--- src/rtl/read_sector_scheduler_pkg.sv ---
`default_nettype none
// ============================================================================
//  Module   : read_sector_scheduler_pkg
//  Purpose  : Shared state encoding and configuration clamp minima for the
//             read sector scheduler and the read datapath bench.
//  Revision : 1.0 - initial release
// ============================================================================
package read_sector_scheduler_pkg;

  typedef enum logic [1:0] {
    ST_IDLE = 2'd0,
    ST_ARM  = 2'd1,
    ST_RUN  = 2'd2
  } state_e;

  localparam int unsigned MIN_CYCLES_PER_SECTOR = 2;
  localparam int unsigned MIN_SECTORS_PER_TRACK = 1;

endpackage
`default_nettype wire

--- src/rtl/read_sector_scheduler_timebase.sv ---
`default_nettype none
// ============================================================================
//  Module   : read_sector_scheduler_timebase
//  Purpose  : Rotational timebase. Counts clocks within a sector slot and
//             sectors within a track, and emits the sector/index pulses.
//  Ports    : clk, rst        - clock, synchronous active-high reset
//             start           - load zero timebase and pulse (first sector)
//             run             - advance one clock; when neither start nor run,
//                               the timebase is held at zero
//             spc, spt        - clamped cycles/sector and sectors/track
//             cycle_count     - clocks elapsed in current sector
//             sector_number   - current sector under head
//             next_sector     - (sector_number + 1) mod spt, combinational
//             sector_pulse    - high while cycle_count == 0 in a running slot
//             index_pulse     - high while cycle_count == 0 and sector 0
//             at_wrap         - cycle_count is at the last clock of the slot
//  Revision : 1.0 - initial release
// ============================================================================
module read_sector_scheduler_timebase
  import read_sector_scheduler_pkg::*;
#(
  parameter int CYCLE_W  = 32,
  parameter int SECTOR_W = 8
) (
  input  logic                clk,
  input  logic                rst,
  input  logic                start,
  input  logic                run,
  input  logic [CYCLE_W-1:0]  spc,
  input  logic [SECTOR_W-1:0] spt,
  output logic [CYCLE_W-1:0]  cycle_count,
  output logic [SECTOR_W-1:0] sector_number,
  output logic [SECTOR_W-1:0] next_sector,
  output logic                sector_pulse,
  output logic                index_pulse,
  output logic                at_wrap
);

  logic [CYCLE_W-1:0]  cycle_count_q,   cycle_count_d;
  logic [SECTOR_W-1:0] sector_number_q, sector_number_d;
  logic                sector_pulse_q,  sector_pulse_d;
  logic                index_pulse_q,   index_pulse_d;
  logic [SECTOR_W:0]   next_wide;

  // One extra bit so that spt = 2^SECTOR_W-1 does not alias on the increment.
  assign next_wide   = {1'b0, sector_number_q} + {{SECTOR_W{1'b0}}, 1'b1};
  assign next_sector = (next_wide >= {1'b0, spt}) ? '0 : next_wide[SECTOR_W-1:0];
  assign at_wrap     = (cycle_count_q == (spc - CYCLE_W'(1)));

  always_comb begin
    cycle_count_d   = cycle_count_q;
    sector_number_d = sector_number_q;
    sector_pulse_d  = 1'b0;
    index_pulse_d   = 1'b0;
    if (start) begin
      cycle_count_d   = '0;
      sector_number_d = '0;
      sector_pulse_d  = 1'b1;
      index_pulse_d   = 1'b1;
    end else if (run) begin
      if (at_wrap) begin
        cycle_count_d   = '0;
        sector_number_d = next_sector;
        // Pulses come from the wrapped values so they line up with count 0.
        sector_pulse_d  = 1'b1;
        index_pulse_d   = (next_sector == '0);
      end else begin
        cycle_count_d   = cycle_count_q + CYCLE_W'(1);
      end
    end else begin
      cycle_count_d   = '0;
      sector_number_d = '0;
    end
  end

  always_ff @(posedge clk) begin
    if (rst) begin
      cycle_count_q   <= '0;
      sector_number_q <= '0;
      sector_pulse_q  <= 1'b0;
      index_pulse_q   <= 1'b0;
    end else begin
      cycle_count_q   <= cycle_count_d;
      sector_number_q <= sector_number_d;
      sector_pulse_q  <= sector_pulse_d;
      index_pulse_q   <= index_pulse_d;
    end
  end

  assign cycle_count   = cycle_count_q;
  assign sector_number = sector_number_q;
  assign sector_pulse  = sector_pulse_q;
  assign index_pulse   = index_pulse_q;

endmodule
`default_nettype wire

--- src/rtl/read_sector_scheduler.sv ---
`default_nettype none
// ============================================================================
//  Module   : read_sector_scheduler
//  Purpose  : Rotational-position sequencer for the emulated ESDI read path.
//             Runs the sector timebase, issues a prefetch request for the
//             next sector a programmable lead before it starts, and flags
//             requests not accepted before their sector began.
//  Ports    : aclk, areset            - clock, synchronous active-high reset
//             enable                  - disk rotating
//             cfg_cycles_per_sector   - clocks per sector slot
//             cfg_sectors_per_track   - sectors per revolution
//             cfg_lead_cycles         - request lead before sector start
//             req_valid/ready/sector  - prefetch request handshake
//             sector_number, cycle_count, sector_pulse, index_pulse - timebase
//             late_pulse, late_sticky, late_clear - missed-request reporting
//  Revision : 1.0 - initial release
// ============================================================================
module read_sector_scheduler
  import read_sector_scheduler_pkg::*;
#(
  parameter int CYCLE_W  = 32,
  parameter int SECTOR_W = 8
) (
  input  logic                aclk,
  input  logic                areset,
  input  logic                enable,
  input  logic [CYCLE_W-1:0]  cfg_cycles_per_sector,
  input  logic [SECTOR_W-1:0] cfg_sectors_per_track,
  input  logic [CYCLE_W-1:0]  cfg_lead_cycles,
  output logic                req_valid,
  input  logic                req_ready,
  output logic [SECTOR_W-1:0] req_sector,
  output logic [SECTOR_W-1:0] sector_number,
  output logic [CYCLE_W-1:0]  cycle_count,
  output logic                sector_pulse,
  output logic                index_pulse,
  output logic                late_pulse,
  output logic                late_sticky,
  input  logic                late_clear
);

  state_e              state_q, state_d;
  logic [CYCLE_W-1:0]  spc_q, spc_d;
  logic [SECTOR_W-1:0] spt_q, spt_d;
  logic [CYCLE_W-1:0]  req_cycle_q, req_cycle_d;
  logic                req_valid_q, req_valid_d;
  logic [SECTOR_W-1:0] req_sector_q, req_sector_d;
  logic                late_pulse_q, late_pulse_d;
  logic                late_sticky_q, late_sticky_d;

  logic [CYCLE_W-1:0]  spc_clamped, spc_m1, lead_clamped;
  logic [SECTOR_W-1:0] spt_clamped;
  logic                tb_start, tb_run, tb_at_wrap;
  logic [SECTOR_W-1:0] tb_next_sector;

  // Clamped configuration, only consumed on the IDLE->ARM edge.
  always_comb begin
    spc_clamped  = (cfg_cycles_per_sector < CYCLE_W'(MIN_CYCLES_PER_SECTOR))
                 ? CYCLE_W'(MIN_CYCLES_PER_SECTOR) : cfg_cycles_per_sector;
    spt_clamped  = (cfg_sectors_per_track < SECTOR_W'(MIN_SECTORS_PER_TRACK))
                 ? SECTOR_W'(MIN_SECTORS_PER_TRACK) : cfg_sectors_per_track;
    spc_m1       = spc_clamped - CYCLE_W'(1);
    lead_clamped = (cfg_lead_cycles > spc_m1) ? spc_m1 : cfg_lead_cycles;
  end

  always_comb begin
    state_d       = state_q;
    spc_d         = spc_q;
    spt_d         = spt_q;
    req_cycle_d   = req_cycle_q;
    req_valid_d   = req_valid_q;
    req_sector_d  = req_sector_q;
    late_pulse_d  = 1'b0;
    late_sticky_d = late_clear ? 1'b0 : late_sticky_q;
    tb_start      = 1'b0;
    tb_run        = 1'b0;

    case (state_q)
      ST_IDLE: begin
        req_valid_d  = 1'b0;
        req_sector_d = '0;
        if (enable) begin
          state_d      = ST_ARM;
          spc_d        = spc_clamped;
          spt_d        = spt_clamped;
          req_cycle_d  = spc_m1 - lead_clamped;
          req_valid_d  = 1'b1;
        end
      end

      ST_ARM: begin
        if (!enable) begin
          state_d      = ST_IDLE;
          req_valid_d  = 1'b0;
          req_sector_d = '0;
        end else if (req_valid_q && req_ready) begin
          state_d     = ST_RUN;
          req_valid_d = 1'b0;
          tb_start    = 1'b1;
        end
      end

      ST_RUN: begin
        if (!enable) begin
          // Withdrawn without a late event; the sticky flag survives.
          state_d      = ST_IDLE;
          req_valid_d  = 1'b0;
          req_sector_d = '0;
        end else begin
          tb_run = 1'b1;
          if (req_valid_q && req_ready) begin
            // Acceptance wins even when it lands on the wrap edge.
            req_valid_d = 1'b0;
          end else if (req_valid_q && tb_at_wrap) begin
            req_valid_d   = 1'b0;
            late_pulse_d  = 1'b1;
            late_sticky_d = 1'b1;
          end else if (!req_valid_q && (cycle_count == req_cycle_q)) begin
            req_valid_d  = 1'b1;
            req_sector_d = tb_next_sector;
          end
        end
      end

      default: begin
        state_d     = ST_IDLE;
        req_valid_d = 1'b0;
      end
    endcase
  end

  always_ff @(posedge aclk) begin
    if (areset) begin
      state_q       <= ST_IDLE;
      spc_q         <= '0;
      spt_q         <= '0;
      req_cycle_q   <= '0;
      req_valid_q   <= 1'b0;
      req_sector_q  <= '0;
      late_pulse_q  <= 1'b0;
      late_sticky_q <= 1'b0;
    end else begin
      state_q       <= state_d;
      spc_q         <= spc_d;
      spt_q         <= spt_d;
      req_cycle_q   <= req_cycle_d;
      req_valid_q   <= req_valid_d;
      req_sector_q  <= req_sector_d;
      late_pulse_q  <= late_pulse_d;
      late_sticky_q <= late_sticky_d;
    end
  end

  read_sector_scheduler_timebase #(
    .CYCLE_W  (CYCLE_W),
    .SECTOR_W (SECTOR_W)
  ) u_sector_timebase (
    .clk           (aclk),
    .rst           (areset),
    .start         (tb_start),
    .run           (tb_run),
    .spc           (spc_q),
    .spt           (spt_q),
    .cycle_count   (cycle_count),
    .sector_number (sector_number),
    .next_sector   (tb_next_sector),
    .sector_pulse  (sector_pulse),
    .index_pulse   (index_pulse),
    .at_wrap       (tb_at_wrap)
  );

  assign req_valid   = req_valid_q;
  assign req_sector  = req_sector_q;
  assign late_pulse  = late_pulse_q;
  assign late_sticky = late_sticky_q;

endmodule
`default_nettype wire

--- config.mk ---
export PLATFORM = sky130hd
export DESIGN_NAME = read_sector_scheduler
export DESIGN_NICKNAME = d
export VERILOG_FILES = /design/src/rtl/read_sector_scheduler_pkg.sv /design/src/rtl/read_sector_scheduler_timebase.sv /design/src/rtl/read_sector_scheduler.sv
export SDC_FILE = /design/constraint.sdc
export NUM_CORES = 1
export LEC_CHECK = 0
export BUFFER_PORTS_ARGS = -buffer_cell sky130_fd_sc_hd__clkbuf_2
export CORE_UTILIZATION = 54
export DETAILED_ROUTE_END_ITERATION = 16
export GPL_TIMING_DRIVEN = 0
export PLACE_DENSITY_LB_ADDON = 0.3
export SYNTH_ARGS = -nofsm -noshare
export SYNTH_HDL_FRONTEND = slang
export SYNTH_SLANG_ARGS = --single-unit
--- constraint.sdc ---
create_clock -name aclk -period 9.1 [get_ports aclk]
set_input_delay 1.82 -clock aclk [delete_from_list [all_inputs] [get_ports aclk]]
set_output_delay 1.82 -clock aclk [all_outputs]
set_load 0.02 [all_outputs]
==> out/results.tsv, run 1 <==
stage	metric	value	unit
synth	leading cell types by count after synthesis	nand2_1 (198), dfxtp_1 (127), a21oi_1 (105)	
sta	clock skew	0.008675	ns
worst_setup_path	Reg2Reg Setup Slack	5.35	ns
place	HPWL Detailed	22940	µm
outcome	status	completed	
worst_setup_path	Worst R2R End	u_sector_timebase.index_pulse$_SDFF_PP0_	
clocking	Clock Pin Slew Worst Setup and Hold Paths	0.06	ns
synth	Post-synth EDFFs	0	
sta	final worst path period share	98.17	%
power_and_ir_drop	switch share	32.29	%
global_routing	initial antenna violation count	0	
sta	measured slew at the worst slew-check pin	1.041	ns
final_layout	ant diodes	0	
detailed_routing	via count	10329	
power_and_ir_drop	switching pwr	615.3	µW
die	Die ar.	0.01896	mm²
die	IO Pins	130	
worst_setup_path	CP Class	in -> reg	
detailed_routing	initial DRC count	946	
global_routing	largest net degree at the start of global routing	17	
detailed_routing	Antenna Nets Post-Route	0	
worst_setup_path	Worst Path Required	9.45	ns
die	Die Wd	137.7	µm
power_and_ir_drop	Peak supply drop	0.1252	mV
die	Die Span Y	137.7	µm
global_routing	All-Layer GR Usage	31.89	%
detailed_routing	DRT Wirelength	30240	µm
global_routing	first-pass GRT wire length	46910	µm
clocking	H-tree Lvls	4	
synth	syn nets	1457	
synth	area share of the largest cell type after synthesis	25.57	%
power_and_ir_drop	Int Power	1290	µW
detailed_routing	Wirelength per Cell	17.34	µm
clocking	CTS root buf	clkbuf_16	
final_layout	Area Growth Syn to Fin	22.71	%
power_and_ir_drop	Logic pwr share	31.2	%
clocking	cts hold-fix bufs	0	
power_and_ir_drop	Total Power	1905	µW
place	pre-CTS setup slack	-1.467	ns
run	max-cap violations	0	
sta	Final Setup Violations	0	
detailed_routing	number of remaining DRC errors	0	
power_and_ir_drop	leakage	0.005300	µW
worst_setup_path	delay of the slowest critical-path stage	0.53	ns
sta	final worst slack	0.1666	ns
synth	Yosys top cell by area	dfxtp_1	
hold_path	HP Start	spt_q[2]$_SDFFE_PP0P_	
synth	Avg Synthesized Cell Area	7.632	µm²
clocking	CTS tree	done	
synth	Synth Flop Type	dfxtp_1	
synth	Unique masters post-synth	81	
synth	Synth Register Bits	127	
synth	Yosys warning count	0	
die	total core area	0.01802	mm²
sta	slew margin rel.	30.20	%
global_routing	vias in the first global route	9499	
die	initial core utilization	55.17	%
synth	sequential share of the synthesized area	25.57	%
place	gpl congestion	0.9030	
worst_setup_path	kind of end point of the critical path	flip-flop	
hold_path	cell depth of the worst hold path	2	
final_layout	nets	1656	
worst_setup_path	Slowest cell on crit path	or4_4	
synth	top cells by area, synth	dfxtp_1 (26%), ha_1 (9.6%), nand2_1 (7.5%)	
hold_path	hold endpoint	spt_q[2]$_SDFFE_PP0P_	
sta	Fin. Hold Viols	0	
sta	fmax	111.9	MHz
worst_setup_path	kind of cell adding the most delay to the critical path	simple AND/OR/NAND/NOR gates	
clocking	worst skew pair latency	0.42	ns
worst_setup_path	crit path DAT	9.28	ns
die	Std-Cell Rows	49	
sta	unrepaired setup endpoints after global routing	yes	
clocking	clock buffer depth	2	
worst_setup_path	r2r worst-path depth	11	
worst_setup_path	startpoint types	primary input	
detailed_routing	first drt pass iteration count	6	
detailed_routing	post-DR vias/cell	5.923	
global_routing	total congestion overflow	0	
sta	fin. max-slew vios	0	
power_and_ir_drop	Clk pwr share	36.4	%
clocking	CTS buffer count	17	
synth	Mapped Area	0.009945	mm²
place	# port buffers	127	
hold_path	Hold Crit Class	reg -> reg	
sta	min cycle time layout	8.933	ns
final_layout	share of layout cells above drive strength 1	19.41	%
worst_setup_path	worst r2r src	u_sector_timebase.sector_number[0]$_SDFFE_PP0N_	
synth	Post-Synthesis Cells	1303	
power_and_ir_drop	power per cell area	156.1	mW/mm²
synth	async set or reset register ratio after synthesis	0	%
synth	most frequent cell after synthesis	nand2_1	
worst_setup_path	CP max FO	5	
clocking	clk sinks	127	
worst_setup_path	worst path buffer plus inverter count	3	
power_and_ir_drop	Seq pwr share	32.4	%
through the flow:
| step | TNS, ns | instance area (µm²) | instances | utilization [%] | hold slack [ns] |
|---|---|---|---|---|---|
| global route | -0.1529 | 12200 | 1744 | 67.70 | 0.4736 |
| finish | 0 | 12200 | 1744 | 67.70 | 0.4565 |
| detailed placement | -24.52 | 10910 | 1659 | 60.52 | 0.4496 |
| global placement | -23.22 | 10910 | 1659 | 60.52 | 0.4440 |
| CTS | 0 | 12030 | 1738 | 66.73 | 0.4569 |
| floorplan | 0 | 9987 | 1303 | - | 0.4363 |
worst max-delay path by stage:
stage | start | to | cells after the start
5_1_grt | cfg_cycles_per_sector[22] | req_cycle_q[31]$_SDFFE_PP0P_ | 34
3_3_place_gp | cfg_cycles_per_sector[19] | req_cycle_q[28]$_SDFFE_PP0P_ | 35
2_1_floorplan | cfg_cycles_per_sector[19] | req_cycle_q[28]$_SDFFE_PP0P_ | 36
6_report | cfg_cycles_per_sector[22] | req_cycle_q[28]$_SDFFE_PP0P_ | 35
4_1_cts | cfg_cycles_per_sector[21] | req_cycle_q[23]$_SDFFE_PP0P_ | 37
3_5_place_dp | cfg_cycles_per_sector[19] | req_cycle_q[28]$_SDFFE_PP0P_ | 35
metal layers:
layer	vias up	track usage [%]	part of all wire [%]
met2	437	52.51	46
met3	74	3.569	6.2
met1	4812	42.11	45
met4	0	13.29	3.0
li1	5006	-	-
met5	-	0	0
cells in the final DEF (no fill, tap or decap), types with 26 or more instances in the layout:
cell type	n
ha_1	74
inv_1	56
o21ai_0	45
clkbuf_2	125
clkbuf_1	46
nand2_1	194
nor2_1	95
nand3_1	50
a21o_1	37
xor2_1	77
a21oi_1	103
dfxtp_1	127
xnor2_1	77
buf_4	52
nand4_1	26
power by group through the flow:
stage	clock network, µW	registers, µW	logic [µW]
after floorplan	0	618	380
after global placement	0	626	497
after detailed placement	0	627	508
after CTS	697	616	555
after global routing	721	619	645
final	694	617	594
tightest hold or removal path, stage by stage, from the launching register on:
cell	delay [ns]
dfxtp_1	0.31
nand2_1	0.05
a21oi_1	0.05
logic make-up (layout without fill, tap and decap cells):
logic type | count (synthesis) | after routing | share of synthesized area, %
AND/OR/NAND/NOR | 525 | 525 | 25.89
AO/OA/AOI/OAI | 285 | 285 | 18.43
XOR/XNOR | 156 | 156 | 13.74
flip-flops | 127 | 127 | 25.57
buffers and inverters | 123 | 335 | 5.536
adder cells (fa/ha/maj) | 77 | 77 | 9.763
multiplexers | 10 | 10 | 1.069
what timing repair did:
item / in CTS / in global routing
setup buffers: 47 / 8
endpoints found under the setup margin: 23 / 18
pin swaps: 19 / 25
resized for setup: 38 / 31
hold endpoints to repair: 0 / 0
cell type report:
| type | instances | area (µm²) |
|---|---|---|
| clock buffers | 23 | 467.9 |
| repair buffers | 181 | 1070 |
| flip-flops and latches | 127 | 2542 |
| well taps | 229 | 286.5 |
| inverters | 57 | 214.0 |
| plain buffers | 65 | 337.8 |
| multi-input cells | 1053 | 7151 |
| fillers | 1518 | 5822 |
| clock inverters | 9 | 133.9 |
state kept, by name, indices dropped and copies added, names as in the netlist:
name                             count
req_cycle_q                         32
spt_q                                8
u_sector_timebase.sector_number      8
req_sector                           8
state_q                              2
u_sector_timebase.index_pulse        1
spc_q                               32
late_pulse                           1
u_sector_timebase.sector_pulse       1
late_sticky                          1
u_sector_timebase.cycle_count       32
req_valid                            1
Note: power is estimated with default switching activity, not from simulation.
==> inputs of run 2 (changes only) <==
--- a/config.mk
+++ b/config.mk
@@ -5,7 +5,7 @@
 export SDC_FILE = /design/constraint.sdc
 export NUM_CORES = 1
 export LEC_CHECK = 0
-export BUFFER_PORTS_ARGS = -buffer_cell sky130_fd_sc_hd__clkbuf_2
+export BUFFER_PORTS_ARGS = -buffer_cell sky130_fd_sc_hd__buf_4
 export CORE_UTILIZATION = 54
 export DETAILED_ROUTE_END_ITERATION = 16
 export GPL_TIMING_DRIVEN = 0
==> run 2 against run 1 <==
  * Global-route usage is 0.54 points lower
  * Core utilization is 2.5 points higher
  * Maximum frequency hardly changed
  * Wire length is 0.76% lower
  * Die area stayed put
  * Sequential cell count stayed put
  * Critical path depth is 8 higher
  * First-iteration DRC count is 11% lower
  * Largest power group unchanged
==> out/results.tsv, run 2 (same netlist as run 1, synthesis figures left out) <==
stage	metric	value	unit
outcome	status	completed	
final_layout	nets	1648	
detailed_routing	Wirelength per Cell	17.31	µm
final_layout	Area Growth Syn to Fin	27.19	%
detailed_routing	DRT Wirelength	30010	µm
worst_setup_path	CP max FO	4	
sta	clock skew	0.01018	ns
power_and_ir_drop	power per cell area	156.1	mW/mm²
detailed_routing	first drt pass iteration count	9	
global_routing	vias in the first global route	9239	
power_and_ir_drop	Peak supply drop	0.1267	mV
power_and_ir_drop	Total Power	1975	µW
place	# port buffers	127	
sta	slew margin rel.	32.15	%
detailed_routing	met3 wire length	1701	µm
sta	fmax	112.0	MHz
clocking	cts hold-fix bufs	0	
place	HPWL Detailed	22850	µm
final_layout	share of layout cells above drive strength 1	20.33	%
sta	min cycle time layout	8.927	ns
final_layout	most frequent cells in the layout	nand2_1 (191), buf_4 (169), dfxtp_1 (127)	
final_layout	commonest non-fill, non-tap cell in the layout	nand2_1	
worst_setup_path	Slowest cell on crit path	or4_4	
clocking	worst skew pair latency	0.42	ns
worst_setup_path	kind of end point of the critical path	flip-flop	
place	gpl congestion	0.9074	
global_routing	largest net degree at the start of global routing	17	
detailed_routing	number of remaining DRC errors	0	
clocking	clk sinks	127	
sta	measured slew at the worst slew-check pin	1.012	ns
detailed_routing	initial DRC count	844	
die	Die Wd	137.7	µm
die	initial core utilization	55.17	%
die	total core area	0.01802	mm²
die	IO Pins	130	
die	Die Span Y	137.7	µm
sta	unrepaired setup endpoints after global routing	no	
final_layout	ant diodes	0	
global_routing	first-pass GRT wire length	45970	µm
detailed_routing	post-DR vias/cell	5.824	
hold_path	Hold Crit Class	reg -> reg	
final_layout	Final Cell Area	0.01265	mm²
global_routing	initial antenna violation count	0	
final_layout	Final Core Density	70.17	%
die	Std-Cell Rows	49	
run	max-cap violations	0	
clocking	clock buffer depth	2	
clocking	H-tree Lvls	4	
detailed_routing	uppermost routed layer	met4	
sta	Final Setup Violations	0	
detailed_routing	wire length on met1	13540	µm
worst_setup_path	Worst path most repeated cell	buf_4	
place	Placed Area	0.01123	mm²
detailed_routing	Antenna Nets Post-Route	0	
global_routing	total congestion overflow	0	
sta	fin. max-slew vios	0	
worst_setup_path	startpoint types	primary input	
sta	setup TNS	0	ns
clocking	CTS tree	done	
sta	Fin. Hold Viols	0	
sta	final worst path period share	98.10	%
clocking	CTS buffer count	17	
worst_setup_path	Worst Path Required	9.39	ns
worst_setup_path	delay of the slowest critical-path stage	0.54	ns
global_routing	All-Layer GR Usage	31.35	%
worst_setup_path	CP Class	in -> reg	
detailed_routing	Met2 Wirelength	14040	µm
power_and_ir_drop	leakage	0.005446	µW
clocking	Clock Pin Slew Worst Setup and Hold Paths	0.06	ns
die	Die ar.	0.01896	mm²
worst_setup_path	crit path DAT	9.22	ns
clocking	CTS root buf	clkbuf_16	
detailed_routing	via count	10099	
run 2: cell count changes in the layout (fill, tap and decap cells not counted), moves of 3 or more:
cell        before  now
clkbuf_1        46   43
clkbuf_2       125    1
nand2_2          1    4
a21oi_1        103  100
clkinvlp_4       4    0
a21oi_2          2    5
nor3_4           0    3
o21ai_0         45   42
buf_4           52  169
o21ai_1          4    7
nand2_1        194  191
run 2: critical path: cells and delay by family:
kind,cells,cell delay [ns]
compound gates,9,1.57
xor+xnor,2,0.31
fa+ha+maj,3,0.64
buf+inv,15,1.84
mux,1,0.21
simple gates,13,2.81
run 2: where the power goes:
| part | internal [µW] | total, µW | switching, µW |
|---|---|---|---|
| registers | 587 | 618 | 30.3 |
| clock network | 497 | 748 | 250 |
| logic | 271 | 609 | 339 |
run 2: repair_timing:
action	CTS	global route
endpoints found under the setup margin	23	15
buffers inserted	34	13
pin swaps	30	33
resized for setup	50	42
run 2: per-stage QoR:
step                instances  hold WS [ns]  worst slack (ns)
floorplan                1303        0.4363         0.0007088
global placement         1659        0.4446            -1.488
detailed placement       1659        0.4474            -1.593
CTS                      1722        0.4551          0.006350
global route             1734        0.4668           0.02532
finish                   1734        0.4568            0.1727
run 2: metal layers:
layer / up-vias / GRT usage, %
li1: 4979 / -
met5: - / 0
met1: 4692 / 41.52
met4: 0 / 11.11
met3: 60 / 3.054
met2: 368 / 52.74
run 2: path summary, 6_finish.rpt:
kind,slack (ns),cells after the start,start,endpoint
max reg2reg,5.37,11,u_sector_timebase.sector_number[0]$_SDFFE_PP0N_,u_sector_timebase.index_pulse$_SDFF_PP0_
min,0.46,2,spt_q[3]$_SDFFE_PP0P_,spt_q[3]$_SDFFE_PP0P_
max,0.17,43,cfg_cycles_per_sector[21],req_cycle_q[26]$_SDFFE_PP0P_
min reg2reg,0.46,2,spt_q[3]$_SDFFE_PP0P_,spt_q[3]$_SDFFE_PP0P_
run 2: layout make-up:
type                       instances  area (µm²)
sequential                       127        2542
clock inverter                    10       186.4
inverter                          57       214.0
multi-input combinational       1053        7303
timing repair buffer             173        1318
tap                              229       286.5
buffer                            65       341.6
clock buffer                      20       456.7
fill                            1487        5376
==> inputs of run 3 (changes only) <==
--- a/config.mk
+++ b/config.mk
@@ -6,7 +6,7 @@
 export NUM_CORES = 1
 export LEC_CHECK = 0
 export BUFFER_PORTS_ARGS = -buffer_cell sky130_fd_sc_hd__buf_4
-export CORE_UTILIZATION = 54
+export CORE_UTILIZATION = 55
 export DETAILED_ROUTE_END_ITERATION = 16
 export GPL_TIMING_DRIVEN = 0
 export PLACE_DENSITY_LB_ADDON = 0.3
==> constraint.sdc (replaced) <==
create_clock -name aclk -period 10.56 [get_ports aclk]
set_input_delay 2.112 -clock aclk [delete_from_list [all_inputs] [get_ports aclk]]
set_output_delay 2.112 -clock aclk [all_outputs]
set_load 0.02 [all_outputs]
==> run 3 against run 2 <==
  * Clock power decreased by 20%
  * First-iteration DRC count up 7.9%
  * Core utilization fell by 2.0 points
  * Global-route usage is 0.12 points higher
  * Critical path type unchanged
  * Largest power group unchanged
  * Wire length fell by 3.7%
  * Final cell count decreased by 2.5%
  * Die area is 1.8% lower
==> out/results.tsv, run 3 (same netlist as run 1, synthesis figures left out) <==
stage	metric	value	unit
final_layout	final std cells w/o fill	1690	
sta	measured slew at the worst slew-check pin	1.080	ns
final_layout	nets	1606	
worst_setup_path	startpoint types	primary input	
clocking	CTS root buf	clkbuf_16	
final_layout	Filler Cell Count	1491	
sta	setup TNS	0	ns
sta	final worst path period share	96.57	%
run	max-cap violations	0	
detailed_routing	DRT Wirelength	28910	µm
sta	slew margin rel.	27.36	%
detailed_routing	Wirelength per Cell	17.11	µm
detailed_routing	Antenna Nets Post-Route	0	
sta	hold_ws	0.4559	ns
hold_path	Hold Crit Class	reg -> reg	
final_layout	ant diodes	0	
worst_setup_path	Worst path most repeated cell	nand2_1	
worst_setup_path	Reg2Reg Setup Slack	6.79	ns
final_layout	Final Core Density	68.18	%
detailed_routing	first drt pass iteration count	5	
die	initial core utilization	56.90	%
global_routing	total congestion overflow	0	
power_and_ir_drop	power per cell area	134.1	mW/mm²
worst_setup_path	r2r worst-path depth	11	
global_routing	first-pass GRT wire length	45830	µm
worst_setup_path	Setup crit start	cfg_cycles_per_sector[24]	
clocking	worst skew pair latency	0.42	ns
hold_path	cell depth of the worst hold path	2	
final_layout	most frequent cells in the layout	nand2_1 (197), buf_4 (130), dfxtp_1 (127)	
sta	fmax	98.06	MHz
global_routing	initial antenna violation count	0	
power_and_ir_drop	Peak supply drop	0.1066	mV
place	# port buffers	127	
global_routing	largest net degree at the start of global routing	17	
hold_path	HP Start	spt_q[4]$_SDFFE_PP0P_	
place	HPWL Detailed	23070	µm
sta	Fin. Hold Viols	0	
worst_setup_path	kind of end point of the critical path	flip-flop	
die	Die Wd	136.5	µm
global_routing	vias in the first global route	9148	
worst_setup_path	worst r2r src	u_sector_timebase.sector_number[0]$_SDFFE_PP0N_	
clocking	CTS buffer count	17	
clocking	clock buffer depth	2	
outcome	status	completed	
detailed_routing	number of remaining DRC errors	0	
detailed_routing	initial DRC count	911	
worst_setup_path	CP Class	in -> reg	
sta	Final Setup Violations	0	
hold_path	hold endpoint	spt_q[4]$_SDFFE_PP0P_	
die	Std-Cell Rows	48	
sta	clock skew	0.006906	ns
worst_setup_path	crit path DAT	10.54	ns
worst_setup_path	Worst Path Required	10.90	ns
clocking	CTS tree	done	
worst_setup_path	CP max FO	10	
global_routing	All-Layer GR Usage	31.47	%
sta	unrepaired setup endpoints after global routing	no	
clocking	H-tree Lvls	4	
detailed_routing	via count	9912	
final_layout	share of layout cells above drive strength 1	15.09	%
clocking	clk sinks	127	
die	Die ar.	0.01862	mm²
final_layout	Area Growth Syn to Fin	19.83	%
worst_setup_path	Slowest cell on crit path	or4_1	
worst_setup_path	delay of the slowest critical-path stage	0.65	ns
sta	min cycle time layout	10.20	ns
die	Die Span Y	136.5	µm
worst_setup_path	Worst R2R End	u_sector_timebase.index_pulse$_SDFF_PP0_	
place	placed cell count	1655	
sta	fin. max-slew vios	0	
detailed_routing	post-DR vias/cell	5.865	
place	gpl congestion	0.9246	
die	IO Pins	130	
clocking	Clock Pin Slew Worst Setup and Hold Paths	0.06	ns
power_and_ir_drop	leakage	0.005092	µW
final_layout	commonest non-fill, non-tap cell in the layout	nand2_1	
die	total core area	0.01748	mm²
[run 3: critical path, delay by kind of cell]
family                   cells  cell delay [ns]
adder cells (fa/ha/maj)      4             1.13
buffers and inverters        3             0.43
AO/OA/AOI/OAI               13             2.66
XOR/XNOR                     1             0.18
AND/OR/NAND/NOR             15             4.00
[run 3: area by class of cell]
type	count	area, µm²	area share [%]
Buffer	66	336.6	2.824
Clock buffer	19	442.9	3.717
Clock inverter	13	161.4	1.354
Inverter	57	214.0	1.795
Multi-Input combinational cell	1053	6962	58.42
Sequential cell	127	2542	21.34
Tap cell	225	281.5	2.362
Timing Repair Buffer	130	975.9	8.190
[run 3: metrics by stage]
stage               power, µW  cell area (µm²)  worst slack (ns)
floorplan               856.8             9945            0.6130
global placement        973.9            11180            -1.172
detailed placement      984.5            11180            -1.276
CTS                      1587            11860           0.02576
global route             1669            11920           0.02068
finish                   1598            11920            0.3617
[run 3: worst max-delay path by stage]
stage / end / cells past startpoint / slack [ns]
CTS: req_cycle_q[28]$_SDFFE_PP0P_ / 37 / 0.03
floorplan: req_cycle_q[28]$_SDFFE_PP0P_ / 36 / 0.61
global placement: req_cycle_q[28]$_SDFFE_PP0P_ / 35 / -1.17
global route: req_cycle_q[30]$_SDFFE_PP0P_ / 36 / 0.02
finish: req_cycle_q[30]$_SDFFE_PP0P_ / 36 / 0.36
detailed placement: req_cycle_q[30]$_SDFFE_PP0P_ / 35 / -1.28
[run 3: metal layers]
metal	wire length (µm)	global-route usage, %	vias to the layer above
met5	0	0	-
met4	512	9.444	0
met3	1851	3.132	40
met2	13590	52.48	379
met1	12960	42.57	4586
li1	-	-	4907
[run 3: what timing repair did]
action,4_1_cts,5_1_grt
setup endpoints to repair,14,15
buffers inserted,3,0
gates resized for setup,11,11
pin swaps,0,2
hold buffers,0,0
[run 3: report_power, final]
| part | leakage, µW | switching, µW | total, µW | internal, µW |
|---|---|---|---|---|
| sequential | 0.00104 | 25.8 | 532 | 506 |
| clock | 0.000286 | 221 | 599 | 378 |
| combinational | 0.00377 | 268 | 467 | 199 |
